--- src/rtl/freq_sort_pkg.sv ---
// Shared types and sizing helpers for the histogram / top-N sort sequencer.
//   state_e      : sequencer states
//   cnt_max()    : saturation value of a bin of a given width
//   acc_width()  : width of the accepted-symbol counter for a frame length
//   idx_width()  : width of the bin index (never below 1 bit)
package freq_sort_pkg;

    typedef enum logic [2:0] {
        StIdle,
        StClear,
        StAccum,
        StScan,
        StSettle,
        StDone
    } state_e;

    function automatic int unsigned cnt_max(input int unsigned length_size);
        return (2 ** length_size) - 1;
    endfunction

    function automatic int unsigned acc_width(input int unsigned length);
        return (length + 1 > 2) ? $clog2(length + 1) : 1;
    endfunction

    function automatic int unsigned idx_width(input int unsigned data_num);
        return (data_num > 1) ? $clog2(data_num) : 1;
    endfunction

    // Sizing for the default configuration.
    localparam int unsigned CNT_MAX = cnt_max(6);
    localparam int unsigned ACC_W   = acc_width(64);
    localparam int unsigned IDX_W   = idx_width(16);

endpackage

--- src/rtl/freq_sort_ctrl_sym_hist.sv ---
// Histogram bin store: DATA_NUM bins of LENGTH_SIZE bits each.
//   clk, rst     : clock, asynchronous active-high reset
//   clr_i        : synchronous clear of every bin
//   inc_i        : saturating increment of bin inc_sym_i (ignored if out of range)
//   inc_sym_i    : symbol to count
//   rd_idx_i     : combinational read index
//   rd_count_o   : bin value as it will be after this cycle's clear/increment
module sym_hist
    import freq_sort_pkg::*;
#(
    parameter int unsigned DATA_SIZE   = 4,
    parameter int unsigned DATA_NUM    = 16,
    parameter int unsigned LENGTH_SIZE = 6
) (
    input  logic                             clk,
    input  logic                             rst,
    input  logic                             clr_i,
    input  logic                             inc_i,
    input  logic [DATA_SIZE-1:0]             inc_sym_i,
    input  logic [idx_width(DATA_NUM)-1:0]   rd_idx_i,
    output logic [LENGTH_SIZE-1:0]           rd_count_o
);

    localparam logic [LENGTH_SIZE-1:0] CntMax = LENGTH_SIZE'(cnt_max(LENGTH_SIZE));

    logic [LENGTH_SIZE-1:0] bins_q [DATA_NUM];
    logic [DATA_NUM-1:0]    hit;

    // One-hot increment enable; a saturated bin simply stops counting.
    always_comb begin
        hit = '0;
        for (int unsigned i = 0; i < DATA_NUM; i++) begin
            hit[i] = inc_i && (32'(inc_sym_i) == i) && (bins_q[i] != CntMax);
        end
    end

    always_ff @(posedge clk or posedge rst) begin
        if (rst) begin
            for (int unsigned i = 0; i < DATA_NUM; i++) begin
                bins_q[i] <= '0;
            end
        end else if (clr_i) begin
            for (int unsigned i = 0; i < DATA_NUM; i++) begin
                bins_q[i] <= '0;
            end
        end else begin
            for (int unsigned i = 0; i < DATA_NUM; i++) begin
                if (hit[i]) begin
                    bins_q[i] <= bins_q[i] + 1'b1;
                end
            end
        end
    end

    // Forwarded read: lets the controller register bin 0 on the same cycle as
    // the final handshake, even if that handshake targets bin 0.
    always_comb begin
        rd_count_o = '0;
        for (int unsigned i = 0; i < DATA_NUM; i++) begin
            if (32'(rd_idx_i) == i) begin
                rd_count_o = hit[i] ? bins_q[i] + 1'b1 : bins_q[i];
            end
        end
        if (clr_i) begin
            rd_count_o = '0;
        end
    end

endmodule

--- src/rtl/freq_sort_ctrl.sv ---
// Sequencer for a systolic top-N sorting chain. Accumulates a histogram of
// LENGTH symbols, clears the chain, streams every (symbol, count) bin into the
// chain head one per cycle, then pulses done.
//   clk, rst        : clock, asynchronous active-high reset
//   start_i         : begin a frame (sampled only when idle)
//   sym_valid_i     : input symbol valid
//   sym_data_i      : input symbol
//   sym_ready_o     : symbol accepted on sym_valid_i && sym_ready_o
//   chain_clr_o     : one-cycle pulse to the chain cells' reset
//   chain_valid_o   : chain In_Valid
//   chain_data_o    : chain Data (bin index)
//   chain_count_o   : chain InCountNum (bin count)
//   busy_o          : high whenever not idle
//   done_o          : one-cycle pulse, chain result valid until next start
module freq_sort_ctrl
    import freq_sort_pkg::*;
#(
    parameter int unsigned DATA_SIZE   = 4,
    parameter int unsigned DATA_NUM    = 16,
    parameter int unsigned LENGTH      = 64,
    parameter int unsigned LENGTH_SIZE = 6
) (
    input  logic                   clk,
    input  logic                   rst,
    input  logic                   start_i,
    input  logic                   sym_valid_i,
    input  logic [DATA_SIZE-1:0]   sym_data_i,
    output logic                   sym_ready_o,
    output logic                   chain_clr_o,
    output logic                   chain_valid_o,
    output logic [DATA_SIZE-1:0]   chain_data_o,
    output logic [LENGTH_SIZE-1:0] chain_count_o,
    output logic                   busy_o,
    output logic                   done_o
);

    localparam int unsigned AccW = acc_width(LENGTH);
    localparam int unsigned IdxW = idx_width(DATA_NUM);

    localparam logic [AccW-1:0] AccLast = AccW'(LENGTH);
    localparam logic [IdxW-1:0] IdxLast = IdxW'(DATA_NUM - 1);

    state_e                 state_q, state_d;
    logic [AccW-1:0]        acc_cnt_q, acc_cnt_d;
    logic [IdxW-1:0]        idx_q, idx_d;

    logic                   sym_ready_q, sym_ready_d;
    logic                   chain_clr_q, chain_clr_d;
    logic                   chain_valid_q, chain_valid_d;
    logic [DATA_SIZE-1:0]   chain_data_q, chain_data_d;
    logic [LENGTH_SIZE-1:0] chain_count_q, chain_count_d;
    logic                   busy_q, busy_d;
    logic                   done_q, done_d;

    logic                   hs;
    logic [LENGTH_SIZE-1:0] rd_count;

    assign hs = sym_valid_i && sym_ready_q;

    sym_hist #(
        .DATA_SIZE  (DATA_SIZE),
        .DATA_NUM   (DATA_NUM),
        .LENGTH_SIZE(LENGTH_SIZE)
    ) u_sym_hist (
        .clk       (clk),
        .rst       (rst),
        .clr_i     (state_q == StClear),
        .inc_i     (hs),
        .inc_sym_i (sym_data_i),
        .rd_idx_i  (idx_d),
        .rd_count_o(rd_count)
    );

    // Next-state logic.
    always_comb begin
        state_d   = state_q;
        acc_cnt_d = acc_cnt_q;
        idx_d     = idx_q;
        unique case (state_q)
            StIdle: begin
                if (start_i) begin
                    state_d = StClear;
                end
            end
            StClear: begin
                acc_cnt_d = '0;
                state_d   = StAccum;
            end
            StAccum: begin
                if (hs) begin
                    acc_cnt_d = acc_cnt_q + 1'b1;
                    if (acc_cnt_q + 1'b1 == AccLast) begin
                        state_d = StScan;
                        idx_d   = '0;
                    end
                end
            end
            StScan: begin
                idx_d = idx_q + 1'b1;
                if (idx_q == IdxLast) begin
                    state_d = StSettle;
                end
            end
            StSettle: state_d = StDone;
            StDone:   state_d = StIdle;
            default:  state_d = StIdle;
        endcase
    end

    // Outputs are decoded from the next state so every port is a flop that
    // lines up with the state it belongs to.
    always_comb begin
        sym_ready_d   = (state_d == StAccum);
        chain_clr_d   = (state_d == StClear);
        chain_valid_d = (state_d == StScan);
        chain_data_d  = '0;
        chain_count_d = '0;
        if (chain_valid_d) begin
            chain_data_d  = DATA_SIZE'(idx_d);
            chain_count_d = rd_count;
        end
        busy_d = (state_d != StIdle);
        done_d = (state_d == StDone);
    end

    always_ff @(posedge clk or posedge rst) begin
        if (rst) begin
            state_q       <= StIdle;
            acc_cnt_q     <= '0;
            idx_q         <= '0;
            sym_ready_q   <= 1'b0;
            chain_clr_q   <= 1'b0;
            chain_valid_q <= 1'b0;
            chain_data_q  <= '0;
            chain_count_q <= '0;
            busy_q        <= 1'b0;
            done_q        <= 1'b0;
        end else begin
            state_q       <= state_d;
            acc_cnt_q     <= acc_cnt_d;
            idx_q         <= idx_d;
            sym_ready_q   <= sym_ready_d;
            chain_clr_q   <= chain_clr_d;
            chain_valid_q <= chain_valid_d;
            chain_data_q  <= chain_data_d;
            chain_count_q <= chain_count_d;
            busy_q        <= busy_d;
            done_q        <= done_d;
        end
    end

    assign sym_ready_o   = sym_ready_q;
    assign chain_clr_o   = chain_clr_q;
    assign chain_valid_o = chain_valid_q;
    assign chain_data_o  = chain_data_q;
    assign chain_count_o = chain_count_q;
    assign busy_o        = busy_q;
    assign done_o        = done_q;

endmodule
--- config.mk ---
export PLATFORM = sky130hd
export DESIGN_NAME = freq_sort_ctrl
export DESIGN_NICKNAME = d
export VERILOG_FILES = /design/src/rtl/freq_sort_pkg.sv /design/src/rtl/freq_sort_ctrl_sym_hist.sv /design/src/rtl/freq_sort_ctrl.sv
export SDC_FILE = /design/constraint.sdc
export NUM_CORES = 1
export LEC_CHECK = 0
export CAP_MARGIN = 20
export CORE_MARGIN = 5
export CORE_UTILIZATION = 60
export DETAILED_ROUTE_END_ITERATION = 8
export PLACE_DENSITY = 0.83
export RECOVER_POWER = 25
export SLEW_MARGIN = 25
export SYNTH_ARGS = -nofsm -noshare
export SYNTH_HDL_FRONTEND = slang
export SYNTH_HIERARCHICAL = 1
export SYNTH_SLANG_ARGS = --single-unit
--- constraint.sdc ---
create_clock -name clk -period 7 [get_ports clk]
set_input_delay 1.4 -clock clk [delete_from_list [all_inputs] [get_ports clk]]
set_output_delay 1.4 -clock clk [all_outputs]
set_load 0.01 [all_outputs]
==> metrics.md, run 1 <==
| Metric | Value |
|---|---|
| Status | finished, final reports clean |
| Core area | 11960 sq um |
| Leakage Power | 3.602 nW |
| Cell row count | 40 |
| Sequential share of the synthesized area | between 40% and 50% |
| CTS resizes | 0 |
| Vias per cell | about 6.7 |
| Ranking of synthesized cells by area | dfrtp_1 (43%), nor2_1 (6.7%), mux2i_1 (4.0%) |
| Net Count, Synth | 829 |
| Setup bufs post-CTS | 0 |
| Fin. max-slew vios | 0 |
| Post-Place Cell Area | approximately 7600 sq um |
| Maximum vdd drop | 0.0001908 V |
| Post-route ant nets | 0 |
| Max cap viols | 0 |
| Die Wd | 120.3 microns |
| YS warnings | 6 |
| Top post-synthesis cells by count | nor2_1 (131), dfrtp_1 (125), nand2_1 (74), nand3_1 (47), xor2_1 (30) |
| GR Overflow Total | 0 |
| Cells after Synth | 803 |
| TritonCTS clock tree | done |
| I/O Pins | 23 |
| Clk slew on worst S/H paths | 0.05 ns |
| Nets | about 850 |
| Worst-Margin Slew | 1.167 ns |
| Router iterations before antenna repair | 6 |
| Setup WS post-layout | 1.879 ns |
| Num CTS Buffers | 17 |
| Final Cycle Share | 73.15% |
| Async SR Flop Fraction | 100.0% |
| Non-Filler Instances | 979 |
| Post-layout min period | 5.121 ns |
| Post-synth cell types | about 70 |
| Die height | 120.3 microns |
| CP Class | in2reg |
| GPL Wtd Cong | between 0.9 and 1 |
| Hold Vio Cnt, Final | 0 |
| Dpl cells | 949 |
| Top cell type's share of synthesized area | 42.84% |
| # setup viols final | 0 |
| ANT cells | 0 |
| Routed via count | 6533 |
| Synth Register Bits | ~130 |
| Data arrival time of the worst path | ~5.5 ns |
| Hold Buf Count CTS | 0 |
| Final instance area | 8215 sq um |
| Buffers on Ports | 22 |
| EDFF count, synth | 0 |
| Layout cells sized above 1 | 5.889% |
| Crit path launch type | primary input |
| Number of DRC markers in iteration 0 | 750 |
| Pwr dens | 280.8 nW/um^2 |
| Mapped cell area | 7301 sq um |
| R2r setup slk | 2.85 ns |
| CTS Root Cell | clkbuf_16 |
| Largest net degree at the start of global routing | 75 |
| Die area | roughly 14000 sq um |
| Setup TNS | 0 ns |
| Fmax | 195.3 MHz |
| Post-Route WL | 20.55 mm |
| Gr usage total | 29.18% |
| First-pass GRT wire length | 32.84 mm |
| Drt drc | 0 |
| Yosys top cell by area | dfrtp_1 |
| Capturing element type of the critical path | flip-flop |
| Final Skew | 0.006960 ns |
| Syn_area_per_cell | 9.092 sq um |
| Setup WS pre-CTS | 1.770 ns |
| CTS sink cnt | roughly 130 |
| Routed len/inst | 20.99 microns |
| CP max FO | 15 |
| Number of global-route vias before repair | about 6400 |
| Initial antenna violation count | 0 |
| Clock Path Buffers | 2 |
| H-tree levels | 4 |
| Count leader, synth | nor2_1 |
| Max-slew headroom | 21.75% |
| Hold WC Path Type | reg2reg |
| RSZ-0062 raised after global routing | false |
| Clk_lat worst skew | 0.42 ns |
| Detailed placement HPWL | 14.87 mm |
| Starting density of the core | 61.04% |
| Critical path data required time | 7.34 ns |
| Final Total Pwr | 2.307 mW |
| Top FF cell, synth | dfrtp_1 |
| Layout area overhead | 12.53% |
[flip-flops by register name (all words and copies together), names as in the netlist, 3 cells and up]
name               cells
u_sym_hist/bins_q     96
chain_data_o           4
chain_count_o          6
acc_cnt_q              7
state_q                3
idx_q                  4
[final timing paths]
path,cells past startpoint,endpoint,start
setup / recovery,13,chain_count_o[3]$_DFF_PP0_,sym_valid_i
max in group asynchronous,3,u_sym_hist/bins_q[84]$_DFF_PP0_,rst
min in group asynchronous,2,u_sym_hist/bins_q[91]$_DFF_PP0_,rst
setup reg to reg,12,chain_count_o[3]$_DFF_PP0_,acc_cnt_q[0]$_DFFE_PP0P_
hold / removal,1,acc_cnt_q[5]$_DFFE_PP0P_,acc_cnt_q[5]$_DFFE_PP0P_
hold reg to reg,1,acc_cnt_q[5]$_DFFE_PP0P_,acc_cnt_q[5]$_DFFE_PP0P_
[through the flow]
step | hold slack [ns] | util, %
finish | 0.5399 | 68.68
global route | 0.5559 | 68.68
CTS | 0.5448 | 68.68
detailed placement | 0.5371 | 63.82
global placement | 0.5262 | 63.82
floorplan | 0.4841 | -
[placed cells by master, fill, tap and decap left out, types with 5 or more instances in the layout]
cell type / synthesis / routed
nor2_1: 131 / 131
dfrtp_1: 125 / 125
nand2_1: 74 / 74
nand3_1: 47 / 47
xor2_1: 30 / 30
mux2i_1: 29 / 29
xnor2_1: 28 / 28
a21oi_1: 24 / 24
nor3_1: 19 / 19
o21ai_0: 20 / 18
ha_1: 18 / 18
and3_1: 17 / 17
clkbuf_16: 0 / 17
clkdlybuf4s50_1: 0 / 16
nand2b_1: 15 / 15
nand4_1: 13 / 13
inv_1: 14 / 12
nor2b_1: 12 / 12
o211ai_1: 11 / 11
o22ai_1: 11 / 11
a31oi_1: 10 / 10
nor4_1: 8 / 8
a211oi_1: 7 / 7
o2111ai_1: 6 / 6
o31ai_1: 6 / 6
a21boi_1: 6 / 6
dlygate4sd3_1: 0 / 6
buf_4: 1 / 6
nand3b_1: 5 / 5
[per-layer routing]
| layer | track usage, % | vias up | wire length, microns |
|---|---|---|---|
| met1 | 37.35 | 3153 | 8228 |
| met2 | 47.98 | 359 | 9847 |
| met3 | 6.548 | 61 | 1833 |
| met4 | 12.25 | 0 | 640 |
| met5 | 0 | - | 0 |
| li1 | - | 2960 | - |
[area by class of cell]
| type | instances | area, sq um |
|---|---|---|
| Clock buffer | 23 | 467.9 |
| Clock inverter | 7 | 113.9 |
| Fill cell | 934 | 3746 |
| Inverter | 14 | 53.80 |
| Multi-Input combinational cell | 635 | 4003 |
| Sequential cell | 125 | 3128 |
| Tap cell | 147 | 183.9 |
| Timing Repair Buffer | 28 | 265.3 |
[critical path, stage by stage]
cell and delay [ns]:
dlygate4sd3_1 0.53, nand2_1 0.17, inv_1 0.18, o2111ai_1 0.15
a21oi_1 0.14, o21ai_1 0.80, nor2b_1 0.73, nand2_1 0.31
o221ai_1 0.29, o311ai_1 0.17, a31o_2 0.24, a21oi_1 0.16
a21boi_1 0.18
[cell families (layout without fill, tap and decap cells)]
kind of cell               after synthesis  after routing  synth area share [%]
and+or+nand+nor                        365            365                 23.92
DFF                                    125            125                 42.84
buffers and inverters                   43             72                 2.331
adders and majority gates               18             18                 3.085
muxes                                   33             33                 4.747
AOI/OAI and AO/OA                      161            161                 16.11
xor gates and xnor gates                58             58                 6.958
[power breakdown]
group | internal, mW | total [mW] | switching (mW)
Combinational | 0.175 | 0.443 | 0.267
Clock | 0.572 | 0.875 | 0.302
Sequential | 0.849 | 0.990 | 0.141
Power figures use the tool's default switching activity.
==> run 2: changes to the inputs <==
==> constraint.sdc (replaced) <==
create_clock -name clk -period 5.3 [get_ports clk]
set_input_delay 1.06 -clock clk [delete_from_list [all_inputs] [get_ports clk]]
set_output_delay 1.06 -clock clk [all_outputs]
set_load 0.01 [all_outputs]
==> metrics.md, run 2 (same netlist as run 1, synthesis figures left out) <==
| Metric | Value |
|---|---|
| Fmax | 227.0 MHz |
| Num CTS Buffers | 17 |
| Number of flip-flops in the largest register | 96 |
| Clk_lat worst skew | 0.42 ns |
| GR Overflow Total | 0 |
| R2r setup slk | ~1.4 ns |
| Most common cell after layout, fill and taps aside | nor2_1 |
| First-pass GRT wire length | 33.46 mm |
| Crit path launch type | primary input |
| CTS resizes | 0 |
| TritonCTS clock tree | done |
| Hold path startpoint | acc_cnt_q[5]$_DFFE_PP0P_ |
| Gr usage total | slightly below 30% |
| I/O Pins | 23 |
| Core area | 11960 sq um |
| Number of global-route vias before repair | 6454 |
| Hold Buf Count CTS | 0 |
| H-tree levels | 4 |
| Critical path data required time | about 5.6 ns |
| Starting density of the core | about three fifths |
| Detailed placement HPWL | 15.05 mm |
| Buffers on Ports | 22 |
| CP Class | in2reg |
| # setup viols final | 0 |
| Data arrival time of the worst path | ~4.8 ns |
| Layout area overhead | 13.50% |
| Die area | 14470 sq um |
| Max-slew headroom | -87.28% |
| Worst-Margin Slew | 2.794 ns |
| Hold depth | 1 |
| GPL Wtd Cong | 1.046 |
| Vias per cell | 6.726 |
| Post-route ant nets | 0 |
| Drt drc | 0 |
| CP max stage delay | 0.85 ns |
| Worst reg2reg path depth | 10 |
| Maximum vdd drop | 0.0003246 V |
| Initial antenna violation count | 0 |
| Hold EP | acc_cnt_q[5]$_DFFE_PP0P_ |
| Router iterations before antenna repair | 6 |
| CTS sink cnt | 125 |
| Cell row count | 40 |
| Failing checks | max-capacitance violations, max-slew violations |
| Final Skew | 0.01224 ns |
| Max cap viols | 1 |
| Routed len/inst | between 20 and 25 microns |
| Slowest CP cell | a2111oi_0 |
| Status | complete, but fails checks |
| Biggest register | u_sym_hist/bins_q |
| Die Wd | 120.3 microns |
| ANT cells | 0 |
| Hold Vio Cnt, Final | 0 |
| Largest net degree at the start of global routing | 61 |
| Min Hold Slack | between 0.5 and 0.6 ns |
| Nets | 851 |
| Pwr dens | 376.5 nW/um^2 |
| CP max FO | 15 |
| Top delay family on crit path | compound AO/OA/AOI/OAI gates |
| CTS Root Cell | clkbuf_16 |
| Number of DRC markers in iteration 0 | 766 |
| Final instance area | 8287 sq um |
| Post-Place Cell Area | 7667 sq um |
| Leakage Power | 3.619 nW |
| RSZ-0062 raised after global routing | false |
| Commonest cells after routing, fill and taps aside | nor2_1 (131), dfrtp_1 (125), nand2_1 (74) |
| Post-Route WL | 20.68 mm |
| Fin. max-slew vios | 61 |
| Critical R2R Launch | acc_cnt_q[0]$_DFFE_PP0P_ |
| WP buf/inv | 4 |
| Setup bufs post-CTS | 0 |
| Layout cells sized above 1 | under 10% |
| Reg2reg end | chain_count_o[5]$_DFF_PP0_ |
| Clock Path Buffers | 2 |
| Post-layout min period | 4.405 ns |
| Hold WC Path Type | reg2reg |
| Die height | 120.3 microns |
| Capturing element type of the critical path | flip-flop |
| Clk slew on worst S/H paths | 0.06 ns |
| Routed via count | 6618 |
| Worst path cell trace | clkdlybuf4s50_1 -> nand2_1 -> inv_1 -> o2111ai_1 -> a21oi_1 -> o21ai_1 -> buf_4 -> buf_4 -> nand2_1 -> nor2_1 -> a2111oi_0 -> nor4_1 -> a21oi_1 -> a21boi_1 |
| Final Cycle Share | 83.12% |
| Setup TNS | 0 ns |
run 2: through the flow:
| step | cells | power (mW) | util (%) | worst slack [ns] |
|---|---|---|---|---|
| CTS | 984 | 3.124 | 69.31 | 1.012 |
| detailed placement | 953 | 1.876 | 64.10 | 0.6149 |
| finish | 984 | 3.120 | 69.28 | 0.8946 |
| floorplan | 803 | 1.673 | - | 1.735 |
| global placement | 953 | 1.827 | 64.07 | 0.7683 |
| global route | 984 | 3.275 | 69.28 | 0.6859 |
run 2: worst max-delay path by stage:
stage / start / endpoint / slack [ns] / cells past startpoint
floorplan: rst / u_sym_hist/bins_q[0]$_DFF_PP0_ / 1.73 / 1
global placement: sym_valid_i / chain_count_o[5]$_DFF_PP0_ / 0.77 / 14
detailed placement: sym_valid_i / chain_count_o[3]$_DFF_PP0_ / 0.61 / 14
CTS: sym_valid_i / chain_count_o[3]$_DFF_PP0_ / 1.01 / 14
global route: sym_valid_i / chain_count_o[3]$_DFF_PP0_ / 0.69 / 14
finish: sym_valid_i / chain_count_o[5]$_DFF_PP0_ / 0.89 / 14
run 2: report_power, final:
part / internal (mW) / switching [mW]
sequential: 1.12 / 0.187
combinational: 0.231 / 0.352
clock: 0.806 / 0.422
run 2: per-layer routing:
layer,vias to the layer above,wire (microns),GRT usage [%]
met5,-,0,0
met4,0,664,11.33
met3,60,1442,6.174
met2,340,9933,49.67
met1,3250,8639,37.95
li1,2968,-,-
run 2: final cells by class:
| type | instances | area (sq um) |
|---|---|---|
| Clock buffer | 20 | 456.7 |
| Clock inverter | 11 | 166.4 |
| Fill cell | 900 | 3675 |
| Inverter | 14 | 53.80 |
| Multi-Input combinational cell | 635 | 4003 |
| Sequential cell | 125 | 3128 |
| Tap cell | 147 | 183.9 |
| Timing Repair Buffer | 32 | 295.3 |
